[config.mk]
export PLATFORM = sky130hd
export DESIGN_NAME = dequeue_block_unpacker
export DESIGN_NICKNAME = d
export VERILOG_FILES = /design/src/rtl/dequeue_block_unpacker.sv
export SDC_FILE = /design/constraint.sdc
export NUM_CORES = 1
export LEC_CHECK = 0
export ABC_CLOCK_PERIOD_IN_PS = 1400
export BUFFER_PORTS_ARGS = -buffer_cell sky130_fd_sc_hd__buf_2
export CORE_AREA = 2 2 43 45
export DETAILED_ROUTE_END_ITERATION = 16
export DIE_AREA = 0 0 45 47
export PLACE_DENSITY = 0.7
export SLEW_MARGIN = 40
export SYNTH_ARGS = -nofsm -noshare
export SYNTH_HDL_FRONTEND = slang
export SYNTH_SLANG_ARGS = --single-unit
export TNS_END_PERCENT = 1
[constraint.sdc]
create_clock -name clk_i -period 1.4 [get_ports clk_i]
set_input_delay 0.28 -clock clk_i [delete_from_list [all_inputs] [get_ports clk_i]]
set_output_delay 0.28 -clock clk_i [all_outputs]
set_load 0.005 [all_outputs]
[src/rtl/dequeue_block_unpacker.sv]
// -----------------------------------------------------------------------------
// dequeue_block_unpacker
//
// Receive-side message unpacker for the serial link. One physical transfer of
// NumDatBlocks blocks is accepted at a time. Bit 0 of each block is a control
// bit that marks the first block of a message. The transfer is split back into
// its messages, and one message is presented per output handshake. Each
// message is right-aligned to block 0 with its control bits removed.
//
// Optional feature (compile-time macro DEQUEUE_BLOCK_UNPACKER_DROP_CNT_EN):
//   defined   -> drop_cnt_o is a 16-bit saturating count of discarded blocks.
//                Discarded blocks are the leading padding in front of the first
//                start bit, or a whole window that contains no start bit.
//   undefined -> drop_cnt_o is tied to zero and no counter is built.
//
// Ports:
//   clk_i         in   clock
//   rst_ni        in   asynchronous active-low reset
//   valid_i       in   input transfer valid
//   ready_o       out  input transfer accepted when valid_i && ready_o
//   data_i        in   NumDatBlocks*BlockSize, block k at [k*BlockSize +: BlockSize]
//   num_splits_i  in   splits used; window L = min(max(n,1)*ClkDiv, NumDatBlocks)
//   valid_o       out  message valid
//   ready_i       in   message consumed
//   data_o        out  NumDatBlocks*(BlockSize-1), message payload, zero above it
//   num_blocks_o  out  number of blocks in the current message
//   drop_cnt_o    out  16-bit discarded-block count (see optional feature)
// -----------------------------------------------------------------------------
module dequeue_block_unpacker #(
    parameter int unsigned  ClkDiv                    = 1,
    parameter int unsigned  MaxPossibleTransferSplits = 1,
    parameter int unsigned  BlockSize                 = 9,
    parameter bit           AllowVarAxisLen           = 1'b1,
    parameter type          split_cntr_t              = logic,
    localparam int unsigned NumDatBlocks              = ClkDiv * MaxPossibleTransferSplits,
    localparam int unsigned PayW                      = BlockSize - 1,
    localparam int unsigned CntW                      = $clog2(NumDatBlocks + 1)
) (
    input  logic                                clk_i,
    input  logic                                rst_ni,
    input  logic                                valid_i,
    output logic                                ready_o,
    input  logic [NumDatBlocks*BlockSize-1:0]   data_i,
    input  logic [$bits(split_cntr_t)-1:0]      num_splits_i,
    output logic                                valid_o,
    input  logic                                ready_i,
    output logic [NumDatBlocks*PayW-1:0]        data_o,
    output logic [CntW-1:0]                     num_blocks_o,
    output logic [15:0]                         drop_cnt_o
);

    typedef enum logic {
        IDLE = 1'b0,
        EMIT = 1'b1
    } state_e;

    // -------------------------------------------------------------------------
    // Registered state
    // -------------------------------------------------------------------------
    state_e                            state_q, state_d;
    logic [NumDatBlocks*BlockSize-1:0] buf_q, buf_d;
    logic [CntW-1:0]                   lim_q, lim_d;
    logic [CntW-1:0]                   cur_q, cur_d;

    // -------------------------------------------------------------------------
    // Combinational helpers
    // -------------------------------------------------------------------------
    logic [NumDatBlocks-1:0]      ctrl;        // control bit of every buffered block
    logic [NumDatBlocks*PayW-1:0] pay;         // buffered payloads, control bits stripped
    logic [NumDatBlocks*PayW-1:0] pay_shift;   // payloads moved down so block s sits at 0
    logic [CntW-1:0]              lim_in;      // window length of the incoming transfer
    logic [31:0]                  splits_eff;
    logic [31:0]                  blocks_req;
    logic                         has_start;   // a start bit exists in [cur_q, L)
    logic                         found_end;
    logic [CntW-1:0]              start_idx;
    logic [CntW-1:0]              end_idx;
    logic [CntW-1:0]              msg_len;
    logic                         last_msg;
    logic                         msg_hs;
    logic                         accept;

    // Split the buffer into control bits and payload fields.
    for (genvar gi = 0; gi < NumDatBlocks; gi++) begin : g_split
        assign ctrl[gi]                = buf_q[gi*BlockSize];
        assign pay[gi*PayW +: PayW]    = buf_q[gi*BlockSize + 1 +: PayW];
    end

    // Window length of the incoming transfer. A split count of zero is
    // treated as one split, and the product is capped at the physical width.
    always_comb begin
        splits_eff = 32'(num_splits_i);
        if (splits_eff == 32'd0) begin
            splits_eff = 32'd1;
        end
        blocks_req = splits_eff * ClkDiv;
        if (blocks_req > NumDatBlocks) begin
            blocks_req = NumDatBlocks;
        end
        lim_in = CntW'(blocks_req);
    end

    // Locate the current message: s is the first start bit at or after cur_q,
    // e is the next start bit after s (or the window end). In fixed-length
    // mode the whole window is a single message and control bits are ignored.
    always_comb begin
        has_start = 1'b0;
        found_end = 1'b0;
        start_idx = '0;
        end_idx   = lim_q;
        if (AllowVarAxisLen) begin
            for (int k = 0; k < NumDatBlocks; k++) begin
                if (!has_start && (CntW'(k) >= cur_q) && (CntW'(k) < lim_q) && ctrl[k]) begin
                    has_start = 1'b1;
                    start_idx = CntW'(k);
                end
            end
            for (int k = 0; k < NumDatBlocks; k++) begin
                if (has_start && !found_end && (CntW'(k) > start_idx) &&
                    (CntW'(k) < lim_q) && ctrl[k]) begin
                    found_end = 1'b1;
                    end_idx   = CntW'(k);
                end
            end
        end else begin
            has_start = 1'b1;
        end
    end

    assign msg_len  = end_idx - start_idx;
    assign last_msg = (end_idx == lim_q);

    // -------------------------------------------------------------------------
    // Handshakes
    // -------------------------------------------------------------------------
    assign valid_o = (state_q == EMIT) && has_start;
    assign msg_hs  = valid_o && ready_i;
    // Taking the next transfer on the last message's handshake removes the
    // idle bubble between back-to-back transfers.
    assign ready_o = (state_q == IDLE) || (msg_hs && last_msg);
    assign accept  = valid_i && ready_o;

    // -------------------------------------------------------------------------
    // Output data: shift the selected message to block 0 and blank everything
    // above its length. Only registered state feeds these paths.
    // -------------------------------------------------------------------------
    assign pay_shift = pay >> (32'(start_idx) * PayW);

    for (genvar gi = 0; gi < NumDatBlocks; gi++) begin : g_out
        assign data_o[gi*PayW +: PayW] = (valid_o && (CntW'(gi) < msg_len)) ?
                                         pay_shift[gi*PayW +: PayW] : '0;
    end

    assign num_blocks_o = valid_o ? msg_len : '0;

    // -------------------------------------------------------------------------
    // FSM next state
    // -------------------------------------------------------------------------
    always_comb begin
        state_d = state_q;
        buf_d   = buf_q;
        lim_d   = lim_q;
        cur_d   = cur_q;
        case (state_q)
            IDLE: begin
                state_d = IDLE;
            end
            EMIT: begin
                if (!has_start) begin
                    // Nothing left to send: the rest of the window is dropped.
                    state_d = IDLE;
                    cur_d   = '0;
                end else if (msg_hs) begin
                    if (last_msg) begin
                        state_d = IDLE;
                        cur_d   = '0;
                    end else begin
                        cur_d = end_idx;
                    end
                end
            end
            default: begin
                state_d = IDLE;
                cur_d   = '0;
            end
        endcase
        // A new transfer overrides the return to IDLE above.
        if (accept) begin
            buf_d   = data_i;
            lim_d   = lim_in;
            cur_d   = '0;
            state_d = EMIT;
        end
    end

    always_ff @(posedge clk_i or negedge rst_ni) begin
        if (!rst_ni) begin
            state_q <= IDLE;
            buf_q   <= '0;
            lim_q   <= '0;
            cur_q   <= '0;
        end else begin
            state_q <= state_d;
            buf_q   <= buf_d;
            lim_q   <= lim_d;
            cur_q   <= cur_d;
        end
    end

    // -------------------------------------------------------------------------
    // Discarded-block counter
    // -------------------------------------------------------------------------
`ifdef DEQUEUE_BLOCK_UNPACKER_DROP_CNT_EN
    logic [CntW-1:0] drop_blocks;
    logic [16:0]     drop_sum;
    logic [15:0]     drop_cnt_q, drop_cnt_d;

    // Leading padding is counted on the handshake that consumes its message,
    // so a stalled message does not count its padding more than once.
    always_comb begin
        drop_blocks = '0;
        if (state_q == EMIT) begin
            if (!has_start) begin
                drop_blocks = lim_q - cur_q;
            end else if (msg_hs) begin
                drop_blocks = start_idx - cur_q;
            end
        end
        drop_sum   = {1'b0, drop_cnt_q} + 17'(drop_blocks);
        drop_cnt_d = drop_sum[16] ? 16'hFFFF : drop_sum[15:0];
    end

    always_ff @(posedge clk_i or negedge rst_ni) begin
        if (!rst_ni) begin
            drop_cnt_q <= '0;
        end else begin
            drop_cnt_q <= drop_cnt_d;
        end
    end

    assign drop_cnt_o = drop_cnt_q;
`else
    assign drop_cnt_o = '0;
`endif

    // -------------------------------------------------------------------------
    // Simulation-only checks
    // -------------------------------------------------------------------------
`ifndef SYNTHESIS
    logic                         chk_hold_q;
    logic [NumDatBlocks*PayW-1:0] chk_data_q;
    logic [CntW-1:0]              chk_len_q;

    always_ff @(posedge clk_i or negedge rst_ni) begin
        if (!rst_ni) begin
            chk_hold_q <= 1'b0;
            chk_data_q <= '0;
            chk_len_q  <= '0;
        end else begin
            if (chk_hold_q) begin
                assert (data_o == chk_data_q && num_blocks_o == chk_len_q)
                    else $error("message changed while stalled");
            end
            assert (cur_q <= lim_q)
                else $error("cur_q beyond window");
            if (valid_o) begin
                assert (num_blocks_o != '0)
                    else $error("empty message presented");
            end
            chk_hold_q <= valid_o && !ready_i;
            chk_data_q <= data_o;
            chk_len_q  <= num_blocks_o;
        end
    end
`endif

endmodule

==> results.sh, run 1 <==
export IMPL_cts_root_buffer="clkbuf_4"
export IMPL_ys_types=14
export IMPL_grt_pass1_vias=386
export IMPL_wl_per_cell_um=10.7
export IMPL_ios=41
export IMPL_setup_viol=8
export IMPL_netlist_instances=55
export IMPL_post_route_period_util_pct=101
export IMPL_status="complete, but fails checks"
export IMPL_pwr_share_clk_pct=22.1
export IMPL_startpoint_type="register"
export IMPL_syn_to_final_growth_pct=26.2
export IMPL_cp_end_kind="primary output"
export IMPL_syn_area_um2=621
export IMPL_p_per_area_nw_per_um2=1200
export IMPL_fp_row_count=15
export IMPL_gp_congestion=0.640
export IMPL_nets=100
export IMPL_grt_pass1_wl_mm=1.70
export IMPL_diodes=0
export IMPL_vias=436
export IMPL_internal_power_uw=686
export IMPL_drt_iter0_drc=0
export IMPL_cp_max_fo=5
export IMPL_ys_seq_area_share_pct=44.4
export IMPL_finClkSkew_ns=0.00105
export IMPL_die_h_um=47
export IMPL_cp_arrival_ns=1.14
export IMPL_htreeDepth=1
export IMPL_place_ws_ns=0.0845
export IMPL_synth_area_per_cell_um2=11.3
export IMPL_cp_required_ns=1.12
export IMPL_slew_viol_final=0
export IMPL_yosysWarnings=0
export IMPL_cts_sinks=11
export IMPL_seq_power_share_pct=45.4
export IMPL_grt_max_degree=12
export IMPL_grt_usage_pct=11.3
export IMPL_hold_viol_final=0
export IMPL_hold_ws_ns=0.249
export IMPL_post_route_min_period_ns=1.42
export IMPL_dieArea_um2=2120
export IMPL_switching_share_pct=26.8
export IMPL_fin_ws_ns=-0.0181
export IMPL_tns_ns=-0.0975
export IMPL_cts_tree="yes"
export IMPL_synth_seq_cells=11
export IMPL_hpwl_um=722
export IMPL_vdd_drop_max_mv=0.581
export IMPL_violations="setup timing"
export IMPL_p_leak_uw=0.000417
export IMPL_clk_pin_slew_ns=0.07
export IMPL_cts_buffers=3
export IMPL_fillers=159
export IMPL_die_w_um=45
export IMPL_p_comb_share_pct=32.5
export IMPL_hp_class="in -> reg"
export IMPL_drt_total_wl_mm=1.09
export IMPL_via_per_inst=4.27
export IMPL_drc=0
export IMPL_clock_fmax_mhz=705
export IMPL_clk_path_buf_depth=2
export IMPL_final_antenna_net_count=0
export IMPL_drv_cap=0
export IMPL_port_buffers=23
export IMPL_clk_latency_ns=0.26
export IMPL_start_util_pct=37.6
export IMPL_core_um2=1650
export IMPL_overflow=0
export IMPL_drt_pass1_iter_count=1
export IMPL_switchingPower_uw=251
export IMPL_drive_gt1_share_pct=54.1
export IMPL_antenna_found_initial=0
export IMPL_critical_path_class="reg -> out"
export IMPL_grt_setup_unrepaired="true"
layout by cell type, fill, tap and decap left out:
| cell | Yosys | routed |
|---|---|---|
| mux2_2 | 9 | 9 |
| and3_2 | 2 | 1 |
| and2_4 | 0 | 1 |
| or2_2 | 1 | 1 |
| buf_6 | 1 | 2 |
| a21boi_2 | 1 | 1 |
| dfrtp_1 | 11 | 11 |
| nand2_1 | 1 | 1 |
| and3_4 | 0 | 2 |
| clkbuf_1 | 0 | 1 |
| buf_2 | 1 | 22 |
| nand3_1 | 1 | 1 |
| buf_12 | 0 | 1 |
| dlygate4sd3_1 | 0 | 1 |
| buf_4 | 16 | 2 |
| inv_1 | 1 | 1 |
| conb_1 | 1 | 16 |
| clkbuf_4 | 0 | 3 |
| a21o_2 | 1 | 1 |
| and2_1 | 8 | 7 |
state kept, by name, indices dropped and copies added (netlist names):
name and count:
buf_q 9, state_q 1, end_idx 1
critical path: stages, from the launching register on:
cell	delay (ns)
dfrtp_1	0.42
and3_4	0.21
and2_1	0.13
buf_2	0.12
stage by stage:
stage | cells | area (µm²) | util [%] | total power [µW]
6_report | 102 | 783 | 47.4 | 936
2_1_floorplan | 70 | 677 | - | 614
3_5_place_dp | 93 | 697 | 42.2 | 686
3_3_place_gp | 93 | 697 | 42.2 | 677
5_1_grt | 102 | 783 | 47.4 | 999
4_1_cts | 102 | 779 | 47.2 | 950
cell type report:
| class | count | area [µm²] | share of cell area, % |
|---|---|---|---|
| Inverter | 1 | 3.75 | 0.479 |
| Clock buffer | 4 | 26.3 | 3.35 |
| Sequential cell | 11 | 275 | 35.1 |
| Tap cell | 17 | 21.3 | 2.72 |
| Multi-Input combinational cell | 41 | 279 | 35.6 |
| Timing Repair Buffer | 28 | 178 | 22.7 |
what timing repair did:
| action | CTS | global route |
|---|---|---|
| pin swaps | 10 | 2 |
| gates cloned | 1 | 0 |
| hold buffers | 1 | 0 |
| hold endpoints to repair | 11 | 0 |
| setup buffers | 3 | 0 |
| endpoints found under the setup margin | 8 | 18 |
| resized for setup | 4 | 1 |
layer usage:
metal / track usage, % / vias up / routed length [µm]
li1: - / 213 / -
met1: 15.1 / 190 / 476
met2: 18.3 / 33 / 481
met3: 1.54 / 0 / 134
met4: 5.29 / 0 / 0
met5: 0 / - / 0
final timing paths:
path / from / to / slack, ns / cells past startpoint
max in group asynchronous: rst_ni / buf_q[6] / 0.77 / 2
setup / recovery: end_idx / data_o[1] / -0.02 / 3
setup reg to reg: buf_q[0] / buf_q[1] / 0.05 / 4
hold / removal: data_i[8] / buf_q[8] / 0.25 / 2
hold reg to reg: buf_q[8] / buf_q[8] / 0.50 / 1
min in group asynchronous: rst_ni / state_q / 0.43 / 2
power by group through the flow:
stage	logic (µW)	clock network, µW	registers, µW
after global placement	255	0	423
after CTS	306	219	425
final	304	207	425
after global routing	337	230	433
after floorplan	198	0	416
after detailed placement	260	0	426
cell usage after synthesis (all sizes together):
master | count | area, µm²
a21boi | 1 | 11.3
mux2 | 9 | 101
nand3 | 1 | 5.00
or2 | 1 | 6.26
and2 | 8 | 50.1
nand2 | 1 | 3.75
dfrtp | 11 | 275
buf | 18 | 136
inv | 1 | 3.75
a21o | 1 | 8.76
conb | 1 | 3.75
and3 | 2 | 15.0
logic make-up after synthesis:
family                 share of synthesized area (%)
buffers and inverters                           22.6
AND/OR/NAND/NOR                                 12.9
flip-flops                                      44.4
multiplexers                                    16.3
AO/OA/AOI/OAI                                   3.23
other                                          0.604
Note: power is estimated with default switching activity, not from simulation.
==> inputs of run 2 (changes only) <==
==> constraint.sdc (replaced) <==
create_clock -name clk_i -period 1.4 [get_ports clk_i]
set_input_delay 0.07 -clock clk_i [delete_from_list [all_inputs] [get_ports clk_i]]
set_output_delay 0.07 -clock clk_i [all_outputs]
set_load 0.005 [all_outputs]
==> run 2 against run 1 <==
The run now ends clean. Clock-buffer cell count is the same. Global-route usage shrank 0.97 points. Register-to-register slack gained 0.06 ns. Final cell count shrank 3.9%. Critical path type unchanged. Largest power group unchanged.
==> results.sh, run 2 (same netlist as run 1, synthesis figures left out) <==
export IMPL_pwr_share_clk_pct=23.8
export IMPL_drt_pass1_iter_count=4
export IMPL_startpoint_type="register"
export IMPL_core_um2=1650
export IMPL_clk_pin_slew_ns=0.07
export IMPL_cts_tree="yes"
export IMPL_vias=413
export IMPL_finClkSkew_ns=0.00110
export IMPL_final_util_pct=44.4
export IMPL_slew_viol_final=0
export IMPL_die_h_um=47
export IMPL_crit_chain="and3_2 -> and2_1 -> buf_2"
export IMPL_switchingPower_uw=239
export IMPL_internal_power_uw=650
export IMPL_start_util_pct=37.6
export IMPL_gp_congestion=0.638
export IMPL_vdd_drop_max_mv=0.626
export IMPL_setup_viol=0
export IMPL_hold_viol_final=0
export IMPL_fin_cells=98
export IMPL_power_uw=888
export IMPL_nets=96
export IMPL_cts_root_buffer="clkbuf_4"
export IMPL_gr_usage_met3_pct=3.85
export IMPL_cp_max_fo=10
export IMPL_seq_power_share_pct=47.3
export IMPL_drc=0
export IMPL_die_w_um=45
export IMPL_final_antenna_net_count=0
export IMPL_overflow=0
export IMPL_cp_arrival_ns=1.25
export IMPL_fp_row_count=15
export IMPL_clk_path_buf_depth=2
export IMPL_htreeDepth=1
export IMPL_dieArea_um2=2120
export IMPL_top_usage_layer="met2"
export IMPL_antenna_found_initial=0
export IMPL_cts_buffers=3
export IMPL_drive_gt1_share_pct=50.6
export IMPL_top_register="buf_q"
export IMPL_drt_iter0_drc=7
export IMPL_layout_common_cells="23 x buf_2, 16 x conb_1, 11 x dfrtp_1, 9 x mux2_2, 8 x and2_1"
export IMPL_grt_max_degree=12
export IMPL_cp_required_ns=1.33
export IMPL_p_comb_share_pct=28.9
export IMPL_hpwl_um=727
export IMPL_grt_pass1_wl_mm=1.50
export IMPL_grt_pass1_vias=356
export IMPL_post_cts_buffers=0
export IMPL_wl_per_cell_um=9.71
export IMPL_tns_ns=0
export IMPL_clock_fmax_mhz=758
export IMPL_port_buffers=23
export IMPL_crit_family="simple AND/OR/NAND/NOR gates"
export IMPL_cts_sinks=11
export IMPL_cpPeakStageDelay_ns=0.40
export IMPL_hp_class="in -> reg"
export IMPL_met2_usage_pct=15.7
export IMPL_ios=41
export IMPL_p_leak_uw=0.000396
export IMPL_post_route_min_period_ns=1.32
export IMPL_dp_cells=93
export IMPL_via_per_inst=4.21
export IMPL_status="completed"
export IMPL_critical_path_class="reg -> out"
export IMPL_globalRouteMet1Util_pct=12.2
export IMPL_largest_reg_flops=9
export IMPL_drv_cap=0
export IMPL_clk_latency_ns=0.26
export IMPL_switching_share_pct=26.9
export IMPL_grt_setup_unrepaired="false"
export IMPL_drt_total_wl_um=952
export IMPL_syn_to_final_growth_pct=18.1
export IMPL_cp_end_kind="primary output"
export IMPL_cp_slowest_cell="dfrtp_1"
export IMPL_post_route_period_util_pct=94.3
export IMPL_grt_usage_pct=10.3
export IMPL_final_common_cell="buf_2"
export IMPL_p_per_area_nw_per_um2=1210
export IMPL_diodes=0
export IMPL_path_buf_inv=1
-- run 2: changes by cell type in the layout (fill, tap and decap cells not counted) --
cell	delta
and3_4	-2
buf_4	-2
buf_6	-2
and2_1	+1
and2_4	-1
and3_2	+1
buf_2	+1
-- run 2: area by class of cell --
class                   instances  area (µm²)
well taps                      17        21.3
repair buffers                 25         145
multi-input cells              40         262
flip-flops and latches         11         275
clock buffers                   4        26.3
fillers                       172         918
inverters                       1        3.75
-- run 2: layer usage --
metal | part of all wire [%] | vias up
met5 | 0 | -
met3 | 15 | 2
met1 | 41 | 180
met4 | 1.5 | 0
met2 | 42 | 35
li1 | - | 196
-- run 2: stage by stage --
stage	hold slack, ns	worst slack, ns	cell area [µm²]
2_1_floorplan	-0.226	0.180	677
4_1_cts	0.0284	0.0649	733
6_report	0.0352	0.0800	733
5_1_grt	0.0228	0.0115	733
3_5_place_dp	-0.0491	0.105	697
3_3_place_gp	-0.0509	0.123	697
-- run 2: timing repair --
action | CTS | global route
hold buffers | 1 | 0
gates resized for setup | 0 | 0
endpoints found under the hold margin | 11 | 0
-- run 2: path summary, 6_finish.rpt --
check                       endpoint  slack [ns]  cells past startpoint  startpoint
setup / recovery           data_o[0]        0.08                      3    buf_q[0]
hold / removal              buf_q[8]        0.04                      2   data_i[8]
setup reg to reg            buf_q[2]        0.11                      4    buf_q[0]
hold reg to reg             buf_q[1]        0.50                      1    buf_q[1]
max in group asynchronous    end_idx        1.00                      2      rst_ni
min in group asynchronous   buf_q[5]        0.20                      2      rst_ni
-- run 2: power by group through the flow --
stage               Sequential [µW]  Combinational, µW  Clock, µW
floorplan                       416                198          0
global placement                423                255          0
detailed placement              426                259          0
CTS                             421                263        220
global route                    430                291        240
finish                          420                257        211
